File: config.mk
export PLATFORM = sky130hd
export DESIGN_NAME = bitbang_serializer
export DESIGN_NICKNAME = d
export VERILOG_FILES = /design/src/rtl/bitbang_pkg.sv /design/src/rtl/bitbang_tick.sv /design/src/rtl/bitbang_serializer.sv
export SDC_FILE = /design/constraint.sdc
export NUM_CORES = 1
export LEC_CHECK = 0
export CORE_ASPECT_RATIO = 0.8
export CORE_MARGIN = 2
export CORE_UTILIZATION = 40
export DETAILED_ROUTE_END_ITERATION = 8
export GPL_ROUTABILITY_DRIVEN = 0
export PLACE_DENSITY = 0.71
export SLEW_MARGIN = 20
export SYNTH_ARGS = -nofsm -noshare
export SYNTH_HDL_FRONTEND = slang
export SYNTH_HIERARCHICAL = 1
export SYNTH_SLANG_ARGS = --single-unit
File: constraint.sdc
create_clock -name clk -period 2.15 [get_ports clk]
set_clock_uncertainty 0.05 [all_clocks]
set_input_delay 0.3225 -clock clk [delete_from_list [all_inputs] [get_ports clk]]
set_output_delay 0.3225 -clock clk [all_outputs]
set_load 0.1 [all_outputs]
File: src/rtl/bitbang_pkg.sv
// rtl/bitbang_pkg.sv - shared types, constants and helpers for the bit-bang serializer
package bitbang_pkg;

   typedef enum logic {
      IDLE = 1'b0,
      SEND = 1'b1
   } state_e;

   localparam logic IDLE_LEVEL_DEFAULT = 1'b1;

   // Number of bits on the wire per word, including start/stop when framed.
   function automatic int unsigned frame_len(input int unsigned width, input bit framed);
      return width + (framed ? 32'd2 : 32'd0);
   endfunction

endpackage

File: src/rtl/bitbang_tick.sv
// rtl/bitbang_tick.sv - DIV-cycle bit strobe, restartable so each frame starts phase-aligned
module bitbang_tick #(
   parameter int unsigned DIV = 2
) (
   input  logic clk,
   input  logic rst_n,
   input  logic clr,
   output logic tick
);

   localparam int unsigned CW = (DIV > 1) ? $clog2(DIV) : 1;

   logic [CW-1:0] cnt_q, cnt_d;

   assign tick = (cnt_q == CW'(DIV - 1));

   always_comb begin
      cnt_d = cnt_q + CW'(1);
      if (clr || tick) begin
         cnt_d = '0;
      end
   end

   always_ff @(posedge clk or negedge rst_n) begin
      if (!rst_n) begin
         cnt_q <= '0;
      end else begin
         cnt_q <= cnt_d;
      end
   end

endmodule

File: src/rtl/bitbang_serializer.sv
// rtl/bitbang_serializer.sv - valid/ready word in, registered single-pin serial frame out
module bitbang_serializer
   import bitbang_pkg::*;
#(
   parameter int unsigned WIDTH      = 8,
   parameter int unsigned DIV        = 2,
   parameter bit          MSB_FIRST  = 1'b0,
   parameter bit          FRAMED     = 1'b0,
   parameter logic        IDLE_LEVEL = IDLE_LEVEL_DEFAULT
) (
   input  logic             clk,
   input  logic             rst_n,
   input  logic [WIDTH-1:0] in_data,
   input  logic             in_valid,
   output logic             in_ready,
   input  logic             abort,
   output logic             sout,
   output logic             busy,
   output logic             done
);

   localparam int unsigned N  = frame_len(WIDTH, FRAMED);
   localparam int unsigned BW = $clog2(N + 1);

   state_e          state_q, state_d;
   logic [N-1:0]    shreg_q, shreg_d;
   logic [N-1:0]    frame_w, shifted_w;
   logic [BW-1:0]   bit_cnt_q, bit_cnt_d;
   logic            sout_q, sout_d;
   logic            done_q, done_d;
   logic            accept_w, tick_w, last_w, clr_w, first_w, next_w;

   // Start/stop are packed around the data so one shift path serves both modes.
   if (FRAMED) begin : g_framed
      if (MSB_FIRST) begin : g_msb
         assign frame_w = {~IDLE_LEVEL, in_data, IDLE_LEVEL};
      end else begin : g_lsb
         assign frame_w = {IDLE_LEVEL, in_data, ~IDLE_LEVEL};
      end
   end else begin : g_plain
      assign frame_w = in_data;
   end

   if (MSB_FIRST) begin : g_shl
      assign shifted_w = shreg_q << 1;
      assign first_w   = frame_w[N-1];
      assign next_w    = shifted_w[N-1];
   end else begin : g_shr
      assign shifted_w = shreg_q >> 1;
      assign first_w   = frame_w[0];
      assign next_w    = shifted_w[0];
   end

   assign accept_w = in_valid & in_ready;
   assign last_w   = (bit_cnt_q == BW'(N - 1));
   assign clr_w    = accept_w | (abort & busy);

   bitbang_tick #(
      .DIV (DIV)
   ) u_tick (
      .clk   (clk),
      .rst_n (rst_n),
      .clr   (clr_w),
      .tick  (tick_w)
   );

   always_ff @(posedge clk or negedge rst_n) begin
      if (!rst_n) begin
         state_q <= IDLE;
      end else begin
         state_q <= state_d;
      end
   end

   always_comb begin
      state_d = state_q;
      case (state_q)
         IDLE: if (accept_w) state_d = SEND;
         SEND: if (abort || (tick_w && last_w)) state_d = IDLE;
         default: state_d = IDLE;
      endcase
   end

   always_comb begin
      in_ready = (state_q == IDLE);
      busy     = (state_q == SEND);
   end

   always_comb begin
      shreg_d   = shreg_q;
      bit_cnt_d = bit_cnt_q;
      sout_d    = sout_q;
      done_d    = 1'b0;
      case (state_q)
         IDLE: begin
            if (accept_w) begin
               shreg_d   = frame_w;
               bit_cnt_d = '0;
               sout_d    = first_w;
            end
         end
         SEND: begin
            if (abort) begin
               bit_cnt_d = '0;
               sout_d    = IDLE_LEVEL;
            end else if (tick_w) begin
               if (last_w) begin
                  bit_cnt_d = '0;
                  sout_d    = IDLE_LEVEL;
                  done_d    = 1'b1;
               end else begin
                  shreg_d   = shifted_w;
                  bit_cnt_d = bit_cnt_q + BW'(1);
                  sout_d    = next_w;
               end
            end
         end
         default: begin
            sout_d = IDLE_LEVEL;
         end
      endcase
   end

   always_ff @(posedge clk or negedge rst_n) begin
      if (!rst_n) begin
         shreg_q   <= '0;
         bit_cnt_q <= '0;
         sout_q    <= IDLE_LEVEL;
         done_q    <= 1'b0;
      end else begin
         shreg_q   <= shreg_d;
         bit_cnt_q <= bit_cnt_d;
         sout_q    <= sout_d;
         done_q    <= done_d;
      end
   end

   assign sout = sout_q;
   assign done = done_q;

endmodule

* Yosys cells after proc, flatten, opt, wreduce, memory -nomap -nowiden
Cells that the tools add are included.
** Operators by class
- $add $sub $neg :: 2
- Eq/ne operators :: 6
- Multiplexer cells :: 23
- Bitwise gates (word level) :: 4
- Reductions and logical operators :: 5
** Operators with widths (number)
- 8-bit two-way mux :: 4
- 4-bit two-way mux :: 4
- 8-bit one-hot mux with 2 select lines :: 1
- 1-bit two-way mux :: 11
- 4-bit one-hot mux with 2 select lines :: 1
- 4-bit by 1-bit adder with 4-bit output (second input constant) :: 1
- 4-bit by 3-bit == test with 1-bit output (second input constant) :: 1
- 2-bit by 1-bit != test with 1-bit output (second input constant) :: 2
- 2-bit != test (second input constant) :: 2
- 1-bit one-hot mux with 2 select lines :: 2
- 4-bit AND reduction :: 1
- 3-bit by 2-bit != test with 1-bit output (second input constant) :: 1
- 1-bit AND :: 2
- 1-bit logical OR :: 2
- 2-bit AND reduction :: 1
- 1-bit adder (second input constant) :: 1
- 1-bit logical AND :: 1
- 1-bit inverter :: 1
- 1-bit OR :: 1
** Word-level totals
- Register bits after elaboration :: 16
- Bits of input ports :: 12
- Output and inout port bits :: 4

* Depth between registers and ports, before layout
Gate-level depths: netlist of the first run.
- Word-level depth :: 5
- Mapped depth :: 5
- Depth with buffers taken out :: 4

* Modules after synthesis
Netlist of the first run, hierarchy kept.
** By module, submodules not included
- bitbang_serializer :: instances 1, cells each 75, area an instance 744.5 µm², sequential area each 351.6 µm²
- bitbang_tick :: instances 1, cells each 2, area an instance 28.8 µm², sequential area each 25.0 µm²

* Worst setup path before layout of the first run
Ideal clock, no wire load.
- Kind :: register to register
- Start point :: register state_q (netlist: busy)
- End point :: register bit_cnt_q[2]
- Setup time :: 65 ps
- Arrival :: 2475 ps
- Required time :: 2035 ps
- Path slack :: -440 ps
- Cell stages (with the launch flop) :: 5
- Path buffers :: 1
- Clock period less this slack :: 2590 ps
- Cells stage by stage :: dfrtp_1 > buf_6 > clkinv_1 > nor4b_1 > a211o_1
** On the way
- Longest elaborated chain between the ends :: 4
** Ends and longest elaborated chain
- from (decl) :: line bitbang_serializer.sv:25 : state_e state_q, state_d;
- from (signal assigned) :: line bitbang_serializer.sv:71 : state_q <= state_d;
- 1-bit inverter (*)
- named net in_ready :: line bitbang_serializer.sv:15 : output logic in_ready,
- 1-bit AND :: line bitbang_serializer.sv:54 : assign accept_w = in_valid & in_ready;
- 2-bit by 1-bit != test with 1-bit output (no source line)
- 2-bit AND reduction (no source line)
- to (signal assigned) :: line bitbang_serializer.sv:132 : bit_cnt_q <= bit_cnt_d;
- to (decl) :: line bitbang_serializer.sv:28 : logic [BW-1:0] bit_cnt_q, bit_cnt_d;
The timed path passes the listed nets; every way through them passes the cells marked *.
A chain may end at the register's enable or synchronous reset.

* Worst setup path after layout of the first run
- Start point :: register bit_cnt_q[0]
- End point :: register sout_q (netlist: sout)
** On the way
- Longest elaborated chain between the ends :: 5
** Ends and longest elaborated chain
- 4-bit by 3-bit == test with 1-bit output :: line bitbang_serializer.sv:55 : assign last_w = (bit_cnt_q == BW'(N - 1));
- 1-bit two-way mux :: line bitbang_serializer.sv:107 : if (last_w) begin
- 1-bit two-way mux :: line bitbang_serializer.sv:106 : end else if (tick_w) begin
- 1-bit two-way mux :: line bitbang_serializer.sv:103 : if (abort) begin
- 1-bit one-hot mux with 2 select lines :: line bitbang_serializer.sv:94 : case (state_q)
- to (signal assigned) :: line bitbang_serializer.sv:133 : sout_q <= sout_d;
- to (decl) :: line bitbang_serializer.sv:29 : logic sout_q, sout_d;
No other way between the ends. The select of a mux whose other input is x is not followed.

==> results of run 1 <==
## layout make-up
| cell class | instances | area [sq um] | area share [%] |
|---|---|---|---|
| Clock buffer | 4 | 26.3 | 2.81 |
| Inverter | 2 | 8.76 | 0.936 |
| Multi-Input combinational cell | 55 | 354 | 37.8 |
| Sequential cell | 15 | 377 | 40.2 |
| Timing Repair Buffer | 15 | 140 | 15.0 |
| Tap cell | 24 | 30.0 | 3.21 |
## report_power, final
group,switching [mW],internal [mW]
Sequential,0.0964,0.390
Combinational,0.370,0.179
Clock,0.0910,0.0721
## layout by cell type, fill, tap and decap left out
master	count
a211o_1	1
a211o_2	1
a221oi_1	6
and3_2	1
and3b_1	2
buf_4	4
clkbuf_1	1
clkbuf_4	3
clkdlybuf4s50_1	11
clkinv_2	1
dfrtp_1	14
dfstp_2	1
ha_1	1
inv_1	1
mux2_2	2
mux2i_1	1
nand2_1	4
nand2b_1	3
nand3_1	1
nand3b_1	2
nor2_1	10
nor3_1	10
nor3b_1	1
nor4_1	1
nor4b_1	1
o21a_1	1
o21ai_0	2
o22ai_1	2
o32a_1	1
o32ai_1	1
## cell families (layout without fill, tap and decap cells)
| group | Yosys count | count (layout) | synth area share, % |
|---|---|---|---|
| buf+inv | 7 | 21 | 5.50 |
| fa+ha+maj | 1 | 1 | 1.62 |
| mux | 3 | 3 | 4.21 |
| compound gates | 15 | 15 | 15.5 |
| flops | 15 | 15 | 48.7 |
| simple gates | 36 | 36 | 24.4 |
## worst max-delay path: stages (launching register included)
cell,delay (ps)
dfrtp_1,420
ha_1,260
and3b_1,310
o32a_1,380
mux2_2,260
## layer usage
layer,global-route usage [%],up-vias
li1,-,314
met1,24.7,316
met5,0,-
met4,8.21,0
met3,5.63,4
met2,23.8,19
## state kept, by name, summed over array words and instances (netlist names)
name	count
sout	1
busy	1
shreg_q	7
bit_cnt_q	4
u_tick/tick	1
done	1
## per-stage QoR
step	power, mW	util [%]
5_1_grt	1.28	50.4
2_1_floorplan	0.928	-
4_1_cts	1.21	50.4
3_5_place_dp	1.04	49.0
3_3_place_gp	1.03	49.0
6_report	1.20	50.4
## path summary, 6_finish.rpt
check | start | end | depth (start not counted)
setup / recovery | bit_cnt_q[0]$_DFFE_PN0P_ | sout$_DFFE_PN1P_ | 4
hold / removal | rst_n | shreg_q[1]$_DFFE_PN0P_ | 1
setup reg to reg | bit_cnt_q[0]$_DFFE_PN0P_ | sout$_DFFE_PN1P_ | 4
hold reg to reg | shreg_q[6]$_DFFE_PN0P_ | shreg_q[6]$_DFFE_PN0P_ | 2
max in group asynchronous | rst_n | shreg_q[6]$_DFFE_PN0P_ | 1
min in group clk | shreg_q[6]$_DFFE_PN0P_ | shreg_q[6]$_DFFE_PN0P_ | 2
## Yosys cell counts, drive strengths merged
cell / number / area [sq um]
nor4b: 1 / 8.76
nand3b: 2 / 15.0
nor3: 10 / 50.1
ha: 1 / 12.5
mux2i: 1 / 10.0
a221oi: 6 / 52.6
buf: 3 / 27.5
mux2: 2 / 22.5
nor3b: 1 / 7.51
and3b: 2 / 17.5
dfrtp: 14 / 350
inv: 1 / 3.75
o21a: 1 / 7.51
o32ai: 1 / 8.76
nand2b: 3 / 18.8
nand3: 1 / 5.00
o22ai: 2 / 12.5
and3: 1 / 7.51
nand2: 4 / 15.0
clkbuf: 2 / 7.51
nor2: 10 / 37.5
nor4: 1 / 6.26
o32a: 1 / 10.0
dfstp: 1 / 26.3
o21ai: 2 / 10.0
clkinv: 1 / 3.75
a211o: 2 / 18.8
==> results by group, run 1 <==
Logic synthesis
  • Syn Area/Cell: 10.0 sq um
  • Register area share after synthesis: 48.7%
  • Netlist Area Pre-Place: 773 sq um
  • Synth warn: 6
  • Post-Syn Instances: 77
  • Synth cell types: 29
  • Synth Register Bits: 15
  • Post-synth net total: 90

Timing
  • RSZ-0062 raised after global routing: no
  • Worst slew pin tran: 677 ps
  • Min Hold Slack: 388 ps
  • Fin crit period: 1740 ps
  • Final period util: 81.1%
  • Final WS setup: 407 ps
  • Setup TNS: 0 ps
  • Fmax: 574 MHz
  • Slew margin rel.: 54.7%
  • Final Max Slew Viols: 0
  • # setup viols final: 0
  • Final hold vios: 0

Clock tree
  • Number of hold buffers added after cts: 0
  • Worst-skew pair later-pin latency: 290 ps
  • H-tree depth: 1
  • Inserted Clock Buffers: 3
  • Clock buffer depth: 2
  • CTS clock-pin slew for the worst setup and hold paths: 90 ps
  • CTS tree: built
  • CTS Sinks: 15
  • Setup Buffers After CTS: 0
  • Root Buffer Master: clkbuf_4
  • Post_cts resized: 0

Setup path
  • Startpoint types: flop
  • Crit-path max FO: 10
  • Crit. End Element: flop
  • Type of the worst setup path: reg -> reg
  • CP Data Arrival Time: 1910 ps
  • WP data required: 2310 ps
  • Reg2Reg Setup Slack: 410 ps

Detailed routing
  • Post-route ant nets: 0
  • Drt total wl: 1620 microns
  • Met1 WL: 769 microns
  • Vias/cell: 5.68
  • First-pass detailed-route iteration total: 4
  • Max layer used: met4
  • DRC viols: 0
  • WL per Instance: 14.1 microns
  • Met2 routed WL: 705 microns
  • Routed vias: 653
  • Initial DRC count: 7
  • Met3 wire length: 122 microns

Power
  • Pwr per Cell Area: 1280 nW/um^2
  • Leak Pwr: 0.406 nW
  • Max IR drop VDD: 0.000882 V

GRT
  • Tot GR Track Use: 17.3%
  • Via count of the first global-routing pass: 601
  • Initial antenna violation count: 0
  • Largest net degree at the start of global routing: 16
  • Congestion Overflow GR: 0
  • First-pass GRT wire length: 2820 microns

Placed design
  • Dpl cells: 111
  • Port bufs: 15
  • Final HPWL DP: 1140 microns
  • Placed Area: 910 sq um
  • Setup WS pre-CTS: 265 ps

Floorplan
  • Core area: 1860 sq um
  • Die height: 43.3 microns
  • Total I/O pin count: 16
  • Cell row count: 14
  • Die Wd: 53.2 microns
  • Die footprint: 2300 sq um
  • Starting Density: 41.6%

Run
  • Max-cap violations: 0

Layout
  • Layout Cells excl Fill: 115
  • Fill count: 203
  • Design Area, Final: 936 sq um
  • Area growth from synthesis to final layout: 21.0%
  • Final net count: 105
  • # diodes: 0
  • Layout cells sized above 1: 14.3%

Hold path
  • Worst Hold Class: in -> async

Run status
  • Status: completed
No activity file was read; power rests on OpenSTA's default activity.
==> run 2: changes to the inputs <==
--- a/config.mk
+++ b/config.mk
@@ -10,7 +10,7 @@
 export CORE_UTILIZATION = 40
 export DETAILED_ROUTE_END_ITERATION = 8
 export GPL_ROUTABILITY_DRIVEN = 0
-export PLACE_DENSITY = 0.71
+export PLACE_DENSITY = 0.73
 export SLEW_MARGIN = 20
 export SYNTH_ARGS = -nofsm -noshare
 export SYNTH_HDL_FRONTEND = slang
==> constraint.sdc (replaced) <==
create_clock -name clk -period 1.5 [get_ports clk]
set_clock_uncertainty 0.05 [all_clocks]
set_input_delay 0.225 -clock clk [delete_from_list [all_inputs] [get_ports clk]]
set_output_delay 0.225 -clock clk [all_outputs]
set_load 0.1 [all_outputs]
==> run 2 against run 1 <==
  * Final cell count is 9.6% higher
  * Combinational power is 89% higher
  * Sequential share of layout area is 6.5 points lower
  * Highest routed layer unchanged
  * Register-to-register slack worse by 390 ps
  * Worst hold slack worse by 200 ps
  * Critical endpoint unchanged
  * Clock power is 45% higher
  * Flip-flop and latch count stayed put
  * Global-route usage is 0.82 points higher
  * Via count is 7.5% higher
==> results by group, run 2 (synthesis results as in run 1) <==
Setup path
  • Crit-path max FO: 2 (-8)
  • R2R cell count: 4 (unchanged)
  • Type of the worst setup path: reg -> reg
  • Max stage delay on crit path: 390 ps (-30 ps)
  • WP data required: 1680 ps (-630 ps)
  • Startpoint types: flop
  • CP Data Arrival Time: 1660 ps (-250 ps)
  • Slowest library cell on the worst path: dfrtp_1
  • Crit. End Element: flop
  • Crit-path cells: ha_2, and3b_1, o32a_1, mux2_2

Timing
  • Slew margin rel.: 75.2% (+21 points)
  • Fin crit period: 1490 ps (-256 ps)
  • Worst slew pin tran: 372 ps (-306 ps)
  • # setup viols final: 0 (unchanged)
  • Setup TNS: 0 ps (unchanged)
  • Final hold vios: 0 (unchanged)
  • Fmax: 673 MHz (+17%)
  • RSZ-0062 raised after global routing: yes
  • Final period util: 99.1% (+18 points)
  • Final Max Slew Viols: 0 (unchanged)

Layout
  • Max reg flops: 7 (unchanged)
  • # diodes: 0 (unchanged)
  • Fill count: 155 (-24%)
  • Design Area, Final: 1130 sq um (+20%)
  • Final core area utilization: 60.7% (+10 points)
  • Final net count: 116 (+10%)
  • Layout cells sized above 1: 33.3% (+19 points)
  • Most frequent cells in the layout: dfrtp_1, clkdlybuf4s50_1, buf_4
  • Most common cell after layout, fill and taps aside: dfrtp_1
  • Top reg by flops: shreg_q
  • Largest registers: shreg_q x7, bit_cnt_q x4
  • Area growth from synthesis to final layout: 45.8%

Detailed routing
  • Initial DRC count: 26 (+19)
  • First-pass detailed-route iteration total: 4 (unchanged)
  • DRC viols: 0 (unchanged)
  • Vias/cell: 5.57 (-1.9%)
  • Post-route ant nets: 0 (unchanged)
  • Routed vias: 702 (+7.5%)
  • WL per Instance: 15.0 microns (+6.2%)
  • Drt total wl: 1890 microns (+16%)

Floorplan
  • Total I/O pin count: 16 (unchanged)
  • Die Wd: 53.2 microns (unchanged)
  • Die height: 43.3 microns (unchanged)
  • Die footprint: 2300 sq um (unchanged)
  • Core area: 1860 sq um (unchanged)
  • Starting Density: 41.6% (unchanged)
  • Cell row count: 14 (unchanged)

Clock tree
  • CTS Sinks: 15 (unchanged)
  • Number of hold buffers added after cts: 0 (unchanged)
  • H-tree depth: 1 (unchanged)
  • Clock buffer depth: 2 (unchanged)
  • Inserted Clock Buffers: 3 (unchanged)
  • CTS tree: built
  • CTS clock-pin slew for the worst setup and hold paths: 90 ps (about the same)
  • Worst-skew pair later-pin latency: 290 ps (about the same)
  • Root Buffer Master: clkbuf_4

Placed design
  • Final HPWL DP: 1260 microns (+10%)
  • Placed Area: 1040 sq um (+14%)
  • Port bufs: 15 (unchanged)

GRT
  • Tot GR Track Use: 18.2% (+0.82 points)
  • Initial antenna violation count: 0 (unchanged)
  • First-pass GRT wire length: 2900 microns (+2.9%)
  • Congestion Overflow GR: 0 (unchanged)
  • Largest net degree at the start of global routing: 16 (unchanged)
  • Via count of the first global-routing pass: 629 (+4.7%)

Run
  • Max-cap violations: 0 (unchanged)

Power
  • Max IR drop VDD: 0.00128 V (+45%)
  • Leak Pwr: 0.486 nW (+20%)
  • Pwr per Cell Area: 1780 nW/um^2 (+39%)

Run status
  • Status: completed

Hold path
  • Worst Hold Class: in -> async
-- run 2: changes by cell type in the layout (fill, tap and decap cells not counted), sizes merged --
cell,previous run,this run
buf,4,15
-- run 2: repair_timing --
item	in CTS	in global routing
setup endpoints to repair	2	8
setup buffers	0	2
gates resized for setup	1	8
pin swaps	0	1
endpoints found under the hold margin	0	0
-- run 2: layer usage --
layer | global-route usage [%] | wire length (microns) | vias up
li1 | - | - | 338
met1 | 24.9 | 828 | 327
met2 | 25.0 | 867 | 35
met3 | 5.99 | 177 | 2
met4 | 10.3 | 15 | 0
met5 | 0 | 0 | -
-- run 2: stage by stage --
step                      hold WS, ps  std cells  setup WS, ps  power (mW)
final                             192        126          13.1        2.01
after global routing              200        126         -69.8        2.13
after CTS                         205        124          13.3        1.94
after detailed placement          475        120          -214        1.69
after global placement            452        120          -177        1.68
after floorplan                  -121         77          -157        1.35
-- run 2: power breakdown --
part | internal [mW] | leakage (nW) | total [mW] | switching (mW)
Clock | 0.103 | 0.0150 | 0.236 | 0.132
Sequential | 0.570 | 0.181 | 0.736 | 0.166
Combinational | 0.441 | 0.290 | 1.04 | 0.595
-- run 2: cell type report --
type	instances	area, sq um	area share, %
multi-input combinational	55	405	36.0
sequential	15	380	33.7
timing repair buffer	26	273	24.2
tap	24	30.0	2.66
clock buffer	4	26.3	2.33
inverter	2	12.5	1.11
-- run 2: path summary, 6_finish.rpt --
check,from,to,slack [ps]
worst min register to register,shreg_q[7]$_DFFE_PN0P_,shreg_q[7]$_DFFE_PN0P_,480
worst max-delay path,bit_cnt_q[1]$_DFFE_PN0P_,sout$_DFFE_PN1P_,10
worst max register to register,bit_cnt_q[1]$_DFFE_PN0P_,sout$_DFFE_PN1P_,10
worst min-delay path,rst_n,busy$_DFF_PN0_,190
max in group asynchronous,rst_n,sout$_DFFE_PN1P_,970
min in group clk,in_data[7],shreg_q[7]$_DFFE_PN0P_,450
-- run 2: critical path, delay by kind of cell, from the launching register on --
| family | cells | cell delay [ps] |
|---|---|---|
| compound gates | 1 | 340 |
| fa+ha+maj | 1 | 200 |
| flops | 1 | 390 |
| mux | 1 | 260 |
| simple gates | 1 | 190 |
